===== src/rtl/stream_demux.sv =====
// One-input, NCH-output stream demultiplexer with per-channel output
// registers, broadcast delivery and a saturating count of misrouted words.
module stream_demux #(
  parameter int WIDTH = 32,
  parameter int NCH = 4,
  parameter int CNTW = 8,
  localparam int SELW = (NCH > 2) ? $clog2(NCH) : 1
) (
  input  logic                 clk,
  input  logic                 rst_n,
  input  logic                 in_valid,
  output logic                 in_ready,
  input  logic [WIDTH-1:0]     in_data,
  input  logic [SELW-1:0]      in_sel,
  input  logic                 in_bcast,
  output logic [NCH-1:0]       out_valid,
  input  logic [NCH-1:0]       out_ready,
  output logic [NCH*WIDTH-1:0] out_data,
  output logic                 drop_err,
  output logic [CNTW-1:0]      drop_cnt
);

  logic [NCH-1:0]   vld;
  logic [NCH-1:0]   can;
  logic [NCH-1:0]   load;
  logic [NCH-1:0]   pop;
  logic [WIDTH-1:0] dat [NCH];
  logic             sel_ok;
  logic             in_fire;
  logic             drop;

  assign sel_ok  = 32'(in_sel) < NCH;
  assign can     = ~vld | out_ready;
  assign in_fire = in_valid & in_ready;
  assign drop    = in_fire & ~in_bcast & ~sel_ok;

  // Out-of-range selects are always accepted so they can be dropped.
  always_comb begin
    in_ready = 1'b1;
    unique case (1'b1)
      in_bcast:           in_ready = &can;
      !in_bcast && sel_ok: in_ready = can[in_sel];
      default:            in_ready = 1'b1;
    endcase
  end

  for (genvar k = 0; k < NCH; k++) begin : g_ch
    assign load[k] = in_fire &
      (in_bcast | (sel_ok & (in_sel == SELW'(k))));
    assign pop[k] = vld[k] & out_ready[k];

    always_ff @(posedge clk or negedge rst_n) begin
      if (!rst_n) begin
        vld[k] <= 1'b0;
        dat[k] <= '0;
      end else if (load[k]) begin
        vld[k] <= 1'b1;
        dat[k] <= in_data;
      end else if (pop[k]) begin
        vld[k] <= 1'b0;
        dat[k] <= '0;
      end
    end

    assign out_data[k*WIDTH +: WIDTH] = dat[k];
  end

  assign out_valid = vld;

  always_ff @(posedge clk or negedge rst_n) begin
    if (!rst_n) begin
      drop_err <= 1'b0;
      drop_cnt <= '0;
    end else begin
      drop_err <= drop;
      if (drop && (drop_cnt != '1))
        drop_cnt <= drop_cnt + CNTW'(1);
    end
  end

endmodule


===== config.mk =====
export PLATFORM = sky130hd
export DESIGN_NAME = stream_demux
export DESIGN_NICKNAME = d
export VERILOG_FILES = /design/src/rtl/stream_demux.sv
export SDC_FILE = /design/constraint.sdc
export NUM_CORES = 1
export LEC_CHECK = 0
export BUFFER_PORTS_ARGS = -buffer_cell sky130_fd_sc_hd__buf_4
export CORE_MARGIN = 1
export CORE_UTILIZATION = 45
export DETAILED_ROUTE_END_ITERATION = 10
export MAX_ROUTING_LAYER = met4
export PLACE_DENSITY = 0.7
export SETUP_SLACK_MARGIN = 0.2
export SYNTH_ARGS = -nofsm -noshare
export SYNTH_HDL_FRONTEND = slang
export SYNTH_SLANG_ARGS = --single-unit

===== constraint.sdc =====
create_clock -name clk -period 3.8 [get_ports clk]
set_clock_uncertainty 0.05 [all_clocks]
set_input_delay 0.19 -clock clk [delete_from_list [all_inputs] [get_ports clk]]
set_output_delay 0.19 -clock clk [all_outputs]
set_load 0.05 [all_outputs]

==> run summary, run 1 <==
Logic pwr share -> 45.6%
Vias in the first global route -> 4335
Postcts setup bufs -> 0
Worst-Margin Slew -> 1.147 ns
Routed wire length -> 14.53 mm
Post-synth top area share -> 56.92%
Detailed-route via count -> 4171
Gp weighted congestion -> 0.7652
Final Hold Slack -> 0.01293 ns
Largest fanout on the critical path -> 33
Min Clock Period, post-route -> 2.069 ns
Count of final setup violators -> 0
Cell type with the largest total area after synthesis -> dfrtp_1
Pwr per Cell Area -> 872.2 nW/um^2
Syn_area_per_cell -> 11.94 um^2
Setup crit end kind -> flop
R2r endpoint -> out_data[55]$_DFFE_PN0P_
Hold Crit Start -> out_ready[0]
Die Span Y -> 115.6 um
Later-pin clock latency in the skew report -> 0.42 ns
Fin. Hold Viols -> 0
Hold Path Class -> in2reg
Sum Neg Setup Slack -> 0 ns
Peak VDD IR -> 0.4565 mV
DR iter-0 viols -> 171
Synth top area cells -> dfrtp_1, mux2i_1, nand2_1, buf_8, inv_1
Unrepaired setup endpoints after global routing -> no
Hold EP -> out_valid[0]$_DFFE_PN0P_
Period Utilization, post-route -> 54.45%
PortBufs -> 174
Sw Ratio -> 45.02%
Nets -> 709
Std-Cell Rows -> 41
Sequential-to-total area share from yosys stat -> 56.92%
Tot GR Track Use -> 23.76%
Clock network fraction of design power -> 23.4%
Total CTS buffers -> 17
Placeable Area -> 12620 um^2
Clock Tree Buf Depth -> 2
Int Power -> 3716 uW
Clock Pin Slew Worst Setup and Hold Paths -> 0.05 ns
Crit-path max cell delay -> 0.55 ns
Synth Register Bits -> 132
Post-layout util -> 61.41%
Wirelength per Cell -> 17.07 um
P&R area growth vs syn -> 33.55%
Antenna-violating nets left -> 0
Die W -> 115.6 um
I/O pins -> 184
First-pass GRT wire length -> 22.61 mm
Root Buffer -> clkbuf_16
Worst r2r src -> out_valid[2]$_DFFE_PN0P_
DR vias/cell -> 4.901
# diodes -> 0
DRT Pass-1 Iters -> 5
Max-Cap Viols -> 0
Critical path's slowest cell -> buf_4
Mapped Area -> 5803 um^2
Status -> finished clean
Proportion of layout cells with a drive suffix above 1 -> 33.58%
Residual DRC -> 0
WP data arrival -> 2.36 ns
Cells along the critical path -> or2b_2 > nand4_4 > a221oi_4 > buf_4 > mux2i_1
M1 WL -> 6.137 mm
CTS Hold Buffers Added -> 1
Die ar. -> 13350 um^2
Met2 wire len -> 7.089 mm
Largest net degree at the start of global routing -> 63
Initial antenna violation count -> 0
Post-DP HPWL -> 9.834 mm
Met3 wire len -> 1.045 mm
Yosys cell types -> 25
Worst reg2reg path depth -> 5
Gate Count Post-Synth -> 486
Critical path class -> reg2reg
Commonest non-fill, non-tap cell in the layout -> buf_4
Reg-to-reg slack, setup -> 1.73 ns
Psw -> 3043 uW
WP data required -> 4.09 ns
Cells on Worst Hold Path -> 3
Top sig layer -> met4
Initial Utilization -> 45.98%
CTS tree -> done
Post-CTS resize count -> 0
Final slew viol count -> 0
Fmax -> 483.3 MHz
Synth warn -> 0
Static Leak -> 0.004017 uW
Sink Count -> 132
Remaining global-route overflow -> 0
Critical path launch point type -> flop
Relative slew slack -> 23.37%
H-tree levels -> 4
Most frequent cells in the layout -> buf_4, nand2_1, dfrtp_1
Share of power burned in registers -> 30.9%
-- power by group through the flow --
stage | Combinational [uW] | Clock (uW) | Sequential (uW)
after floorplan | 685 | 0 | 3550
after global placement | 3050 | 0 | 2100
after detailed placement | 3100 | 0 | 2100
after CTS | 3110 | 1610 | 2090
after global routing | 3230 | 1680 | 2130
final | 3080 | 1580 | 2090
-- critical path, delay by kind of cell, from the launching register on --
family,cells,cell delay [ns]
AND/OR/NAND/NOR,2,0.39
buffers and inverters,1,0.55
multiplexers,1,0.28
flip-flops,1,0.41
AO/OA/AOI/OAI,1,0.28
-- kinds of logic after synthesis --
logic type / after synthesis / share of synthesized area (%)
buffers and inverters: 70 / 7.244
other: 1 / 0.06462
and+or+nand+nor: 142 / 10.31
AOI/OAI and AO/OA: 13 / 3.385
muxes: 128 / 22.08
DFF: 132 / 56.92
-- flip-flops by register name, indices dropped and copies added (netlist names) --
| register | count |
|---|---|
| out_data | 128 |
| out_valid | 4 |
-- cell usage after synthesis, drive strengths merged --
master   number
a211oi        1
a21o          4
a21oi         2
a221oi        3
buf          21
clkbuf       12
clkinv        1
conb          1
dfrtp       132
inv          36
mux2i       128
nand2       133
nand2b        3
nand4         1
nand4bb       1
nor3          1
o211ai        1
o21ba         1
o221ai        1
or2b          3
-- worst max-delay path by stage --
| stage | from | end | slack [ns] | depth (start not counted) |
|---|---|---|---|---|
| 4_1_cts | out_valid[2]$_DFFE_PN0P_ | out_data[55]$_DFFE_PN0P_ | 1.71 | 5 |
| 6_report | out_valid[2]$_DFFE_PN0P_ | out_data[55]$_DFFE_PN0P_ | 1.73 | 5 |
| 2_1_floorplan | out_valid[2]$_DFFE_PN0P_ | in_ready | 1.43 | 3 |
| 5_1_grt | out_valid[2]$_DFFE_PN0P_ | out_data[55]$_DFFE_PN0P_ | 1.61 | 5 |
| 3_3_place_gp | out_valid[2]$_DFFE_PN0P_ | out_data[54]$_DFFE_PN0P_ | 1.81 | 5 |
| 3_5_place_dp | out_valid[2]$_DFFE_PN0P_ | out_data[62]$_DFFE_PN0P_ | 1.75 | 5 |
-- routing by layer --
metal	vias to the layer above	GRT usage, %
met1	2073	27.80
met2	150	37.80
met3	25	8.421
met5	-	-
met4	0	8.485
li1	1923	-
-- through the flow --
| stage | total power, uW | area, um^2 | setup WS, ns | cells |
|---|---|---|---|---|
| after global placement | 5145 | 7163 | 1.814 | 819 |
| after floorplan | 4235 | 5833 | 1.431 | 494 |
| after CTS | 6807 | 7750 | 1.713 | 851 |
| after global routing | 7040 | 7750 | 1.608 | 851 |
| final | 6759 | 7750 | 1.731 | 851 |
| after detailed placement | 5200 | 7163 | 1.754 | 819 |
-- layout make-up --
type                    count  area, um^2
flip-flops and latches    132        3303
multi-input cells         292        2110
well taps                 172       215.2
clock buffers              21       470.5
clock inverters            10       106.4
inverters                  37       138.9
repair buffers            187        1406
fillers                  1061        4870
(Power assumes the default switching activity.)
==> run 2: changes to the inputs <==
PLACE_DENSITY = 0.73   (was 0.7)
clock period = 1.85 ns   (was 3.8 ns; I/O delays follow)
==> run 2 against run 1 <==
Clock-buffer cell count fell by 4. Fmax rose by 13%. Sequential share of layout area fell by 4.8 points. Clock power rose by 150%. Register-to-register slack got worse by 1.7 ns. Largest power group unchanged. Sequential cell count did not move. Critical endpoint is now out_data[110]$_DFFE_PN0P_. Cell count rose by 7.3%. Die area did not move. Combinational power rose by 120%. Critical path depth rose by 1. Highest routed layer unchanged. Wire length rose by 14%. First-iteration DRC count rose by 24%.
==> run summary, run 2 (synthesized netlist as in run 1, its figures left out) <==
Routed wire length -> 16.59 mm (+14%)
DP Worst Slack -> 0.05765 ns (-1.696 ns)
Crit-path max cell delay -> 0.41 ns (-0.14 ns)
Wirelength per Cell -> 18.17 um (+6.4%)
DRT Pass-1 Iters -> 4 (-1)
Largest fanout on the critical path -> 19 (-42%)
Later-pin clock latency in the skew report -> 0.41 ns (about the same)
Die Span Y -> 115.6 um (unchanged)
Unrepaired setup endpoints after global routing -> yes
Fmax -> 545.2 MHz (+13%)
Cells on Worst Hold Path -> 5 (+2)
Final slew viol count -> 0 (unchanged)
Inst Count DP -> 823 (+0.49%)
Nets -> 770 (+8.6%)
Crit path depth -> 6 (+1)
Count of final setup violators -> 0 (unchanged)
Post-layout util -> 69.39% (+8.0 points)
Final Instance Area -> 8757 um^2 (+13%)
Fin. Hold Viols -> 0 (unchanged)
Static Leak -> 0.004435 uW (+10%)
Gp weighted congestion -> 0.7927 (+3.6%)
Initial antenna violation count -> 0 (unchanged)
Final worst slack -> 0.01596 ns (-1.715 ns)
Initial Utilization -> 45.98% (unchanged)
Min Clock Period, post-route -> 1.834 ns (-0.2350 ns)
Most frequent cells in the layout -> buf_4, nand2_1, dfrtp_1
DR vias/cell -> 4.989 (+1.8%)
Std-Cell Rows -> 41 (unchanged)
Clock Pin Slew Worst Setup and Hold Paths -> 0.06 ns (about the same)
I/O pins -> 184 (unchanged)
Status -> finished clean
Power Total -> 15050 uW (+120%)
Clock Tree Buf Depth -> 2 (unchanged)
Tot GR Track Use -> 26.77% (+3.0 points)
P&R area growth vs syn -> 50.91%
Remaining global-route overflow -> 0 (unchanged)
CTS tree -> done
Critical path launch point type -> flop
First-pass GRT wire length -> 25.55 mm (+13%)
Max-Cap Viols -> 0 (unchanged)
Vias in the first global route -> 4840 (+12%)
Peak VDD IR -> 0.8773 mV (+92%)
Post-DP HPWL -> 10.03 mm (+2.0%)
Cell family with most CP delay -> flip-flops
# diodes -> 0 (unchanged)
Final cell count without fillers -> 913 (+7.3%)
PortBufs -> 174 (unchanged)
Die ar. -> 13350 um^2 (unchanged)
Hold Crit Start -> out_ready[3]
Die W -> 115.6 um (unchanged)
Commonest non-fill, non-tap cell in the layout -> buf_4
Proportion of layout cells with a drive suffix above 1 -> 35.76% (+2.2 points)
Critical path class -> reg2reg
H-tree levels -> 4 (unchanged)
Cells along the critical path -> or2b_4 > nand4_4 > a221oi_4 > buf_4 > buf_12 > mux2i_1
Residual DRC -> 0 (unchanged)
DR iter-0 viols -> 212 (+24%)
WP data arrival -> 2.12 ns (-0.24 ns)
Placeable Area -> 12620 um^2 (unchanged)
Worst reg2reg path depth -> 6 (+1)
Period Utilization, post-route -> 99.14% (+45 points)
Pwr per Cell Area -> 1718 nW/um^2 (+97%)
Antenna-violating nets left -> 0 (unchanged)
Setup crit end kind -> flop
Worst-Margin Slew -> 0.7018 ns (-0.4449 ns)
Hold Path Class -> in2reg
Max FFs per register -> 128 (unchanged)
Relative slew slack -> 53.22% (+30 points)
Worst Path Buf+Inv -> 2 (+1)
WP data required -> 2.13 ns (-1.96 ns)
Detailed-route via count -> 4555 (+9.2%)
Crit path from -> out_valid[2]$_DFFE_PN0P_
Sink Count -> 132 (unchanged)
Total CTS buffers -> 17 (unchanged)
Root Buffer -> clkbuf_16
DP Area -> 7318 um^2 (+2.2%)
Worst r2r src -> out_valid[2]$_DFFE_PN0P_
Critical path's slowest cell -> dfrtp_2
Largest net degree at the start of global routing -> 133 (+110%)
[run 2: layout make-up]
class | instances | area [um^2]
tap | 172 | 215.2
sequential | 132 | 3308
multi-input combinational | 292 | 2148
clock buffer | 17 | 425.4
timing repair buffer | 248 | 2270
inverter | 37 | 138.9
fill | 916 | 3862
clock inverter | 15 | 251.5
[run 2: final timing paths]
path                                              to  slack, ns
setup reg to reg           out_data[110]$_DFFE_PN0P_       0.02
hold / removal             out_data[106]$_DFFE_PN0P_       0.15
min in group asynchronous   out_data[74]$_DFFE_PN0P_       0.29
max in group asynchronous   out_valid[1]$_DFFE_PN0P_       0.93
setup / recovery           out_data[110]$_DFFE_PN0P_       0.02
hold reg to reg            out_data[122]$_DFFE_PN0P_       0.47
[run 2: worst min-delay path, stage by stage]
cell and delay [ns]:
buf_4 0.10, nand2_1 0.07, buf_4 0.17, nand2_1 0.07, mux2i_1 0.05
[run 2: where the power goes]
group	switching [uW]	internal [uW]
registers	574	3750
clock network	1340	2540
logic	4660	2180
total	6570	8480
[run 2: metrics by stage]
step	TNS (ns)	hold WS (ns)
final	0	0.1479
after global routing	-1.401	0.1571
after CTS	0	0.1361
after detailed placement	0	0.2170
after global placement	0	0.2156
after floorplan	-3.943	-0.2531
[run 2: timing repair]
action,CTS,global route
gates resized for setup,17,6
pin swaps,2,0
gates cloned,7,0
hold buffers,37,0
buffers inserted,12,2
endpoints found under the hold margin,259,0
setup endpoints to repair,130,133
[run 2: routing by layer]
layer / GRT usage (%) / share of wire, % / vias up
met1: 30.87 / 40 / 2316
met2: 45.99 / 52 / 161
met3: 6.799 / 6.0 / 23
met5: - / 0 / -
li1: - / - / 2055
met4: 7.879 / 1.2 / 0
==> run 3: changes to the inputs <==
PLACE_DENSITY = 0.75   (was 0.73)
==> run 3 against run 2 <==
Sequential share of layout area rose by 0.50 points. Via count is 1.0% lower. Register-to-register slack improved by 0.02 ns. Combinational power fell by 0.6%. Largest cell class unchanged. Sequential power barely moved. Critical path depth is 1 lower. Setup slack better by 0.021 ns.
==> run summary, run 3 (synthesized netlist as in run 1, its figures left out) <==
Clock Tree Buf Depth -> 2 (unchanged)
DR iter-0 viols -> 239 (+13%)
Fmax -> 551.4 MHz (+1.1%)
Proportion of layout cells with a drive suffix above 1 -> 35.69% (-0.077 points)
PortBufs -> 174 (unchanged)
Vias in the first global route -> 4664 (-3.6%)
Final Hold Slack -> 0.1418 ns (-0.006067 ns)
Critical path class -> reg2reg
Gp weighted congestion -> 0.8213 (+3.6%)
Int Power -> 8079 uW (-4.7%)
Static Leak -> 0.004375 uW (-1.3%)
Root Buffer -> clkbuf_16
Clock network fraction of design power -> 23.7% (-2.1 points)
Later-pin clock latency in the skew report -> 0.41 ns (about the same)
WP data required -> 2.13 ns (about the same)
Pwr per Cell Area -> 1684 nW/um^2 (-2.0%)
FILL cells -> 955 (+4.3%)
Detailed-route via count -> 4509 (-1.0%)
Placeable Area -> 12620 um^2 (unchanged)
Remaining global-route overflow -> 0 (unchanged)
Clock Pin Slew Worst Setup and Hold Paths -> 0.06 ns (about the same)
Initial antenna violation count -> 0 (unchanged)
Commonest non-fill, non-tap cell in the layout -> buf_4
Crit-path max cell delay -> 0.41 ns (about the same)
Share of power burned in registers -> 29.6% (+0.8 points)
Cell family with most CP delay -> flip-flops
First-pass GRT wire length -> 24.38 mm (-4.6%)
Area occupied by multi-input gates -> 2158 um^2 (+0.47%)
Final slew viol count -> 0 (unchanged)
Residual DRC -> 0 (unchanged)
FF+latch area -> 3308 um^2 (unchanged)
DR vias/cell -> 4.960 (-0.57%)
DRT Pass-1 Iters -> 4 (unchanged)
Cells along the critical path -> or2b_4 > nand4_4 > a221oi_4 > clkbuf_16 > mux2i_1
Max-Cap Viols -> 0 (unchanged)
Sw Ratio -> 44.51% (+0.85 points)
Worst r2r src -> out_valid[2]$_DFFE_PN0P_
WP data arrival -> 2.09 ns (-0.03 ns)
# diodes -> 0 (unchanged)
Post-DP HPWL -> 9.955 mm (-0.80%)
Sink Count -> 132 (unchanged)
Post-layout util -> 68.49% (-0.90 points)
H-tree levels -> 4 (unchanged)
Worst reg2reg path depth -> 5 (-1)
Max FFs per register -> 128 (unchanged)
Die W -> 115.6 um (unchanged)
Largest net degree at the start of global routing -> 50 (-62%)
Routed wire length -> 16.39 mm (-1.2%)
Status -> finished clean
Die Span Y -> 115.6 um (unchanged)
Setup crit end kind -> flop
I/O pins -> 184 (unchanged)
Largest fanout on the critical path -> 12 (-7)
Nets -> 768 (-0.26%)
CTS tree -> done
Count of final setup violators -> 0 (unchanged)
Total CTS buffers -> 17 (unchanged)
Logic pwr share -> 46.7% (+1.2 points)
Critical path launch point type -> flop
Tot GR Track Use -> 25.48% (-1.3 points)
Peak VDD IR -> 1.030 mV (+17%)
Unrepaired setup endpoints after global routing -> yes
Antenna-violating nets left -> 0 (unchanged)
DP Area -> 7321 um^2 (about the same)
Most frequent cells in the layout -> buf_4, nand2_1, dfrtp_1
R2r endpoint -> out_data[105]$_DFFE_PN0P_
Wirelength per Cell -> 18.03 um (-0.76%)
Std-Cell Rows -> 41 (unchanged)
Final Instance Area -> 8643 um^2 (-1.3%)
Initial Utilization -> 45.98% (unchanged)
P&R area growth vs syn -> 48.94%
Reg-to-reg slack, setup -> 0.04 ns (+0.02 ns)
Hold Path Class -> in2async
Die ar. -> 13350 um^2 (unchanged)
Worst Path Buf+Inv -> 1 (-1)
Fin. Hold Viols -> 0 (unchanged)
Psw -> 6479 uW (-1.4%)
Critical path's slowest cell -> dfrtp_2
Min Clock Period, post-route -> 1.814 ns (-0.02052 ns)
Period Utilization, post-route -> 98.03% (-1.1 points)
-- run 3: cell count changes in the layout (fill, tap and decap cells not counted), sizes merged --
cell,before,now
bufinv,6,3
clkinvlp,3,4
inv,39,36
clkinv,4,5
clkbuf,17,23
buf,211,205
-- run 3: metrics by stage --
step	power [uW]	setup TNS (ns)	std cells	setup WS (ns)
after floorplan	8708	-3.943	494	-0.04644
after global placement	10640	0	825	0.1153
after detailed placement	10770	0	825	0.04930
after CTS	14440	0	903	0.06841
after global routing	15130	-0.09953	909	-0.01921
final	14560	0	909	0.03648
-- run 3: what timing repair did --
action | in CTS | in global routing
hold buffers | 37 | 0
buffers inserted | 7 | 2
cloned | 4 | 4
gates resized for setup | 12 | 12
setup endpoints to repair | 131 | 132
pin swaps | 1 | 1
endpoints found under the hold margin | 208 | 0
-- run 3: cell type report --
| cell class | count | area share [%] |
|---|---|---|
| flip-flops and latches | 132 | 38.27 |
| clock buffers | 19 | 5.240 |
| multi-input cells | 292 | 24.97 |
| inverters | 37 | 1.607 |
| repair buffers | 246 | 25.62 |
| clock inverters | 11 | 1.795 |
| well taps | 172 | 2.490 |
-- run 3: power by group through the flow --
stage | registers (uW) | clock network (uW) | logic [uW]
global placement | 4300 | 0 | 6340
finish | 4310 | 3450 | 6800
floorplan | 7300 | 0 | 1410
global route | 4400 | 3620 | 7110
CTS | 4300 | 3480 | 6660
detailed placement | 4330 | 0 | 6440
-- run 3: worst max-delay path by stage --
stage	endpoint	slack [ns]	cells past startpoint	startpoint
6_report	out_data[105]$_DFFE_PN0P_	0.04	5	out_valid[2]$_DFFE_PN0P_
5_1_grt	out_data[61]$_DFFE_PN0P_	-0.02	6	out_valid[2]$_DFFE_PN0P_
4_1_cts	out_data[59]$_DFFE_PN0P_	0.07	6	out_valid[2]$_DFFE_PN0P_
3_5_place_dp	out_data[32]$_DFFE_PN0P_	0.05	5	out_valid[2]$_DFFE_PN0P_
3_3_place_gp	out_data[120]$_DFFE_PN0P_	0.12	5	out_valid[2]$_DFFE_PN0P_
2_1_floorplan	out_data[100]$_DFFE_PN0P_	-0.05	5	out_valid[2]$_DFFE_PN0P_
-- run 3: metal layers --
metal / share of wire, % / global-route usage, %
met1: 42 / 30.22
met2: 50 / 42.28
met3: 6.2 / 7.008
met4: 1.5 / 7.706
met5: 0 / -
